===== config.mk =====
export PLATFORM = sky130hd
export DESIGN_NAME = pattern_detector_moore
export DESIGN_NICKNAME = d
export VERILOG_FILES = /design/src/rtl/pattern_detector_moore_pkg.sv /design/src/rtl/pattern_shift_window.sv /design/src/rtl/pattern_detector_moore.sv
export SDC_FILE = /design/constraint.sdc
export NUM_CORES = 1
export LEC_CHECK = 0
export BUFFER_PORTS_ARGS = -buffer_cell sky130_fd_sc_hd__buf_4
export CAP_MARGIN = 25
export CORE_MARGIN = 8
export CORE_UTILIZATION = 25
export DETAILED_ROUTE_END_ITERATION = 6
export PLACE_DENSITY_LB_ADDON = 0.3
export SYNTH_ARGS = -nofsm -noshare
export SYNTH_HDL_FRONTEND = slang
export SYNTH_SLANG_ARGS = --single-unit

===== constraint.sdc =====
create_clock -name clk -period 1.8 [get_ports clk]
set_input_delay 0.27 -clock clk [delete_from_list [all_inputs] [get_ports clk]]
set_output_delay 0.27 -clock clk [all_outputs]
set_load 0.1 [all_outputs]

===== src/rtl/pattern_detector_moore_pkg.sv =====
// Shared types and defaults for the pattern_detector_moore slice.
// Optional match counter is enabled by defining MATCH_COUNT_EN.
package pattern_detector_moore_pkg;

  typedef enum logic [1:0] {
    FILL = 2'd0,
    SCAN = 2'd1,
    HIT  = 2'd2,
    LOCK = 2'd3
  } state_t;

  localparam int unsigned DEF_PAT_W    = 4;
  localparam logic [3:0]  DEF_PAT_INIT = 4'b1001;
  localparam int unsigned DEF_CNT_W    = 8;

endpackage


===== src/rtl/pattern_shift_window.sv =====
// Serial history window with fill counter, pattern compare and restart/clear control.
module pattern_shift_window #(
  parameter int unsigned PAT_W = 4
) (
  input  logic             clk,
  input  logic             reset,
  input  logic             restart,
  input  logic             shift,
  input  logic             inbit,
  input  logic             overlap,
  input  logic [PAT_W-1:0] pattern,
  output logic             match,
  output logic             full
);

  localparam int unsigned FW = $clog2(PAT_W + 1);

  // The oldest history bit is shifted out before it could ever be compared,
  // so only PAT_W-1 bits are stored; the compare uses the updated window.
  logic [PAT_W-2:0] history;
  logic [PAT_W-1:0] hist_next;
  logic [FW-1:0]    fill;
  logic [FW-1:0]    fill_next;

  always_comb begin
    hist_next = {history, inbit};
    fill_next = (fill == FW'(PAT_W)) ? fill : fill + 1'b1;
    full      = (fill_next == FW'(PAT_W));
    match     = full && (hist_next == pattern);
  end

  always_ff @(posedge clk or posedge reset) begin
    if (reset) begin
      history <= '0;
      fill    <= '0;
    end else if (restart) begin
      history <= '0;
      fill    <= '0;
    end else if (shift) begin
      if (match && !overlap) begin
        history <= '0;
        fill    <= '0;
      end else begin
        history <= hist_next[PAT_W-2:0];
        fill    <= fill_next;
      end
    end
  end

endmodule


===== src/rtl/pattern_detector_moore.sv =====
// Runtime-programmable Moore serial pattern detector (FSM, pattern register, counter).
// Define MATCH_COUNT_EN to add the saturating match_count output.
module pattern_detector_moore
  import pattern_detector_moore_pkg::*;
#(
  parameter int unsigned      PAT_W    = DEF_PAT_W,
  parameter logic [PAT_W-1:0] PAT_INIT = PAT_W'(DEF_PAT_INIT)
`ifdef MATCH_COUNT_EN
  , parameter int unsigned    CNT_W    = DEF_CNT_W
`endif
) (
  input  logic             clk,
  input  logic             reset,
  input  logic             inbit,
  input  logic             in_valid,
  input  logic             pat_load,
  input  logic [PAT_W-1:0] pat_value,
  input  logic             mode_overlap,
  input  logic             mode_sticky,
  output logic             ans
`ifdef MATCH_COUNT_EN
  , output logic [CNT_W-1:0] match_count
`endif
);

  state_t           state;
  state_t           state_next;
  logic [PAT_W-1:0] pattern;
  logic             accept;
  logic             match;
  logic             full;

  // LOCK ignores the stream entirely, so the window and counter freeze too.
  assign accept = in_valid && !pat_load && (state != LOCK);

  pattern_shift_window #(
    .PAT_W(PAT_W)
  ) u_window (
    .clk     (clk),
    .reset   (reset),
    .restart (pat_load),
    .shift   (accept),
    .inbit   (inbit),
    .overlap (mode_overlap),
    .pattern (pattern),
    .match   (match),
    .full    (full)
  );

  always_ff @(posedge clk or posedge reset) begin
    if (reset) begin
      pattern <= PAT_INIT;
    end else if (pat_load) begin
      pattern <= pat_value;
    end
  end

  // A non-matching bit lands in SCAN only once the window is full again;
  // after a non-overlapping clear that returns HIT to FILL.
  always_comb begin
    state_next = state;
    if (pat_load) begin
      state_next = FILL;
    end else if (accept) begin
      if (match) begin
        state_next = mode_sticky ? LOCK : HIT;
      end else begin
        state_next = full ? SCAN : FILL;
      end
    end
  end

  always_ff @(posedge clk or posedge reset) begin
    if (reset) begin
      state <= FILL;
    end else begin
      state <= state_next;
    end
  end

  assign ans = (state == HIT) || (state == LOCK);

`ifdef MATCH_COUNT_EN
  always_ff @(posedge clk or posedge reset) begin
    if (reset) begin
      match_count <= '0;
    end else if (accept && match && (match_count != '1)) begin
      match_count <= match_count + 1'b1;
    end
  end
`endif

endmodule

==> flow_summary.yaml <==
worst_setup_path:
  path_delay_family: "compound AO/OA/AOI/OAI gates"
  worstSetupEndpointType: "flop"
  worstPathRequired_ns: 1.96
  cp_slowest_stage_delay_ns: 0.42
  worstPathMaxFanout: 5
  setup.worst_path.start_class: "flop"
  cp_slowest_cell: "dfrtp_1"
  critPathKind: "flop to flop"
  path_cells: "inv_2 > ha_4 > and4bb_1 > a211oi_4 > o311a_1 > o21ba_1"
  worst-path-buf-inv: 1
  critPathArrivalTime_ns: 1.89
sta:
  slew_viol_final: 0
  tightest_slew_ns: 0.516
  period_minus_slack_ns: 1.73
  grt_setup_unrepaired: "yes"
  max_freq_mhz: 578
  relSlewSlack_pct: 65.5
  fin_hold_ws_ns: 0.0139
  finalHoldViolations: 0
  setup_viol: 0
  finClkSkew_ns: 0.00269
  fin_crit_sh_pct: 96.0
power_and_ir_drop:
  power.switching_mw: 0.150
  p_clk_share_pct: 27.2
  switching_share_pct: 25.6
  leakagePower_nw: 0.378
  cellInternalPower_mw: 0.437
  p_comb_share_pct: 21.3
  vdd_ir_drop_max_mv: 0.383
  sequentialPowerShare_pct: 51.5
  power_density_mw_per_mm2: 673
grt:
  overflow: 0
  antenna_found_initial: 0
  grt_usage_pct: 6.66
  grt_first_pass_wirelength_mm: 2.33
  grt_pass1_vias: 543
  grt_max_degree: 15
cells_and_area:
  layout_common_cells: "15 x buf_4, 10 x dfrtp_1, 7 x nand2_1, 5 x xnor2_1"
  layout_commonest_cell: "buf_4"
  fin_area_sq_um: 873
  n_antenna_cell: 0
  area.growth.synth_to_final_pct: 31.0
  drive_gt1_share_pct: 44.7
  nets: 91
  utilization_pct: 34.9
synthesis:
  netlist_top_cells_area: "dfrtp_1 38%, dfstp_2 7.9%, mux2_2 6.8%"
  seq_area_frac_synth_pct: 45.4
  syn_nets: 73
  synthXorXnorAreaFrac_pct: 6.57
  synth_top_family_by_area: "simple AND/OR/NAND/NOR gates"
  yosys.area_share.simple_pct: 19.7
  synthAdderAreaFrac_pct: 3.75
  yosys.area.top_type: "dfrtp_1"
  synth_compound_area_share_pct: 14.3
  synth_area_per_cell_sq_um: 11.1
  netlist_instances: 60
  synth_top_area_share_pct: 37.5
  synth_warnings: 0
  syn_area_sq_um: 667
  muxShareOfSynthArea_pct: 6.75
  synth_cell_type_count: 26
  ys_ff_latch: 12
clock_network:
  path_clk_slew_ns: 0.07
  cts_inserted_buffers: 3
  insertion_delay_ns: 0.27
  root_buffer: "clkbuf_4"
  clock-sinks: 12
  cts_tree: "yes"
  clockBufferDepth: 2
  h-tree-depth: 1
placement:
  dpl_cell_area_sq_um: 797
  gp_congestion: 0.801
  numPortBuffers: 11
  dp_hpwl_mm: 1.01
routing:
  routed_via_density: 4.97
  drt_pre_antenna_iters: 4
  wl_mm: 1.34
  wl_per_cell_um: 12.7
  vias: 527
  ant_nets: 0
  drcViolationCount: 0
  drtIter0Drc: 2
die:
  initial_utilization_pct: 26.7
  die_h_um: 67.7
  die_area_sq_mm: 0.00458
  die_x_um: 67.7
  rows: 18
  core_sq_mm: 0.00250
  io-pin-count: 12
outcome:
  status: "complete, no violations"
job:
  cap_violations: 0
min_path:
  hold_class: "primary input to asynchronous set/reset pin"
[routing by layer]
metal	vias up	wire length (um)	GRT usage [%]
li1	255	-	-
met1	259	593	7.33
met2	9	678	10.8
met3	4	48	1.99
met4	0	23	4.70
met5	-	0	0
[cell type report]
type / count / area [sq um]
Inverter: 3 / 11.3
Sequential cell: 12 / 303
Timing Repair Buffer: 15 / 113
Tap cell: 30 / 37.5
Clock buffer: 3 / 22.5
Multi-Input combinational cell: 43 / 387
Fill cell: 250 / 1630
[worst paths after layout]
| check | from | end | slack, ns | cells past startpoint |
|---|---|---|---|---|
| worst min-delay path | reset | u_window.fill[1]$_DFFE_PP0P_ | 0.01 | 2 |
| max in group asynchronous | reset | pattern[0]$_DFFE_PP1P_ | 1.44 | 2 |
| worst min register to register | pattern[1]$_DFFE_PP0P_ | pattern[1]$_DFFE_PP0P_ | 0.54 | 1 |
| worst max-delay path | u_window.fill[1]$_DFFE_PP0P_ | u_window.history[1]$_DFFE_PP0P_ | 0.07 | 6 |
| worst max register to register | u_window.fill[1]$_DFFE_PP0P_ | u_window.history[1]$_DFFE_PP0P_ | 0.07 | 6 |
| min in group clk | pat_value[3] | pattern[3]$_DFFE_PP1P_ | 0.23 | 2 |
[worst register-to-register path: stages, from the launching register on]
cell	delay (ns)
dfrtp_1	0.42
inv_2	0.09
ha_4	0.21
and4bb_1	0.32
a211oi_4	0.07
o311a_1	0.33
o21ba_1	0.18
[sequential cells by signal (all words and copies together) (netlist names)]
name	flops
pattern	4
u_window.history	3
state	2
u_window.fill	3
[per-stage QoR]
stage | total power [mW] | setup TNS (ns) | std cells | setup WS (ns)
2_1_floorplan | 0.370 | 0 | 60 | 0.0221
3_3_place_gp | 0.409 | 0 | 102 | 0.0228
5_1_grt | 0.626 | -0.00953 | 106 | -0.00953
6_report | 0.587 | 0 | 106 | 0.0712
4_1_cts | 0.584 | 0 | 105 | 0.0165
3_5_place_dp | 0.411 | -0.0384 | 102 | -0.0338
[what timing repair did]
| item | in CTS | in global routing |
|---|---|---|
| gates cloned | 0 | 0 |
| setup buffers | 0 | 1 |
| pin swaps | 2 | 1 |
| hold buffers | 0 | 0 |
| setup endpoints to repair | 3 | 5 |
| resized for setup | 1 | 7 |
[cell usage after synthesis (all sizes together)]
cell / n
a21boi: 1
o311ai: 2
inv: 3
dlygate4sd1: 1
and4b: 1
nand4: 1
nor4: 2
a21oi: 4
o311a: 1
nand3: 1
nor4b: 1
dfstp: 2
xnor2: 5
dfrtp: 10
and4bb: 2
ha: 2
o41ai: 2
nand2: 7
and2b: 1
a211oi: 1
nand3b: 2
o21ba: 1
clkbuf: 1
mux2: 4
nor2: 2
[cell families after synthesis]
group	count (synthesis)
multiplexers	4
AO/OA/AOI/OAI	12
AND/OR/NAND/NOR	20
XOR/XNOR	5
flip-flops	12
buffers and inverters	5
adder cells (fa/ha/maj)	2
[power groups by stage]
stage | clock network, mW | logic (mW) | registers (mW)
after floorplan | 0 | 0.0663 | 0.304
after global placement | 0 | 0.103 | 0.306
after detailed placement | 0 | 0.103 | 0.307
after CTS | 0.170 | 0.112 | 0.302
after global routing | 0.183 | 0.138 | 0.305
final | 0.160 | 0.125 | 0.303
No activity file was read; power rests on OpenSTA's default activity.
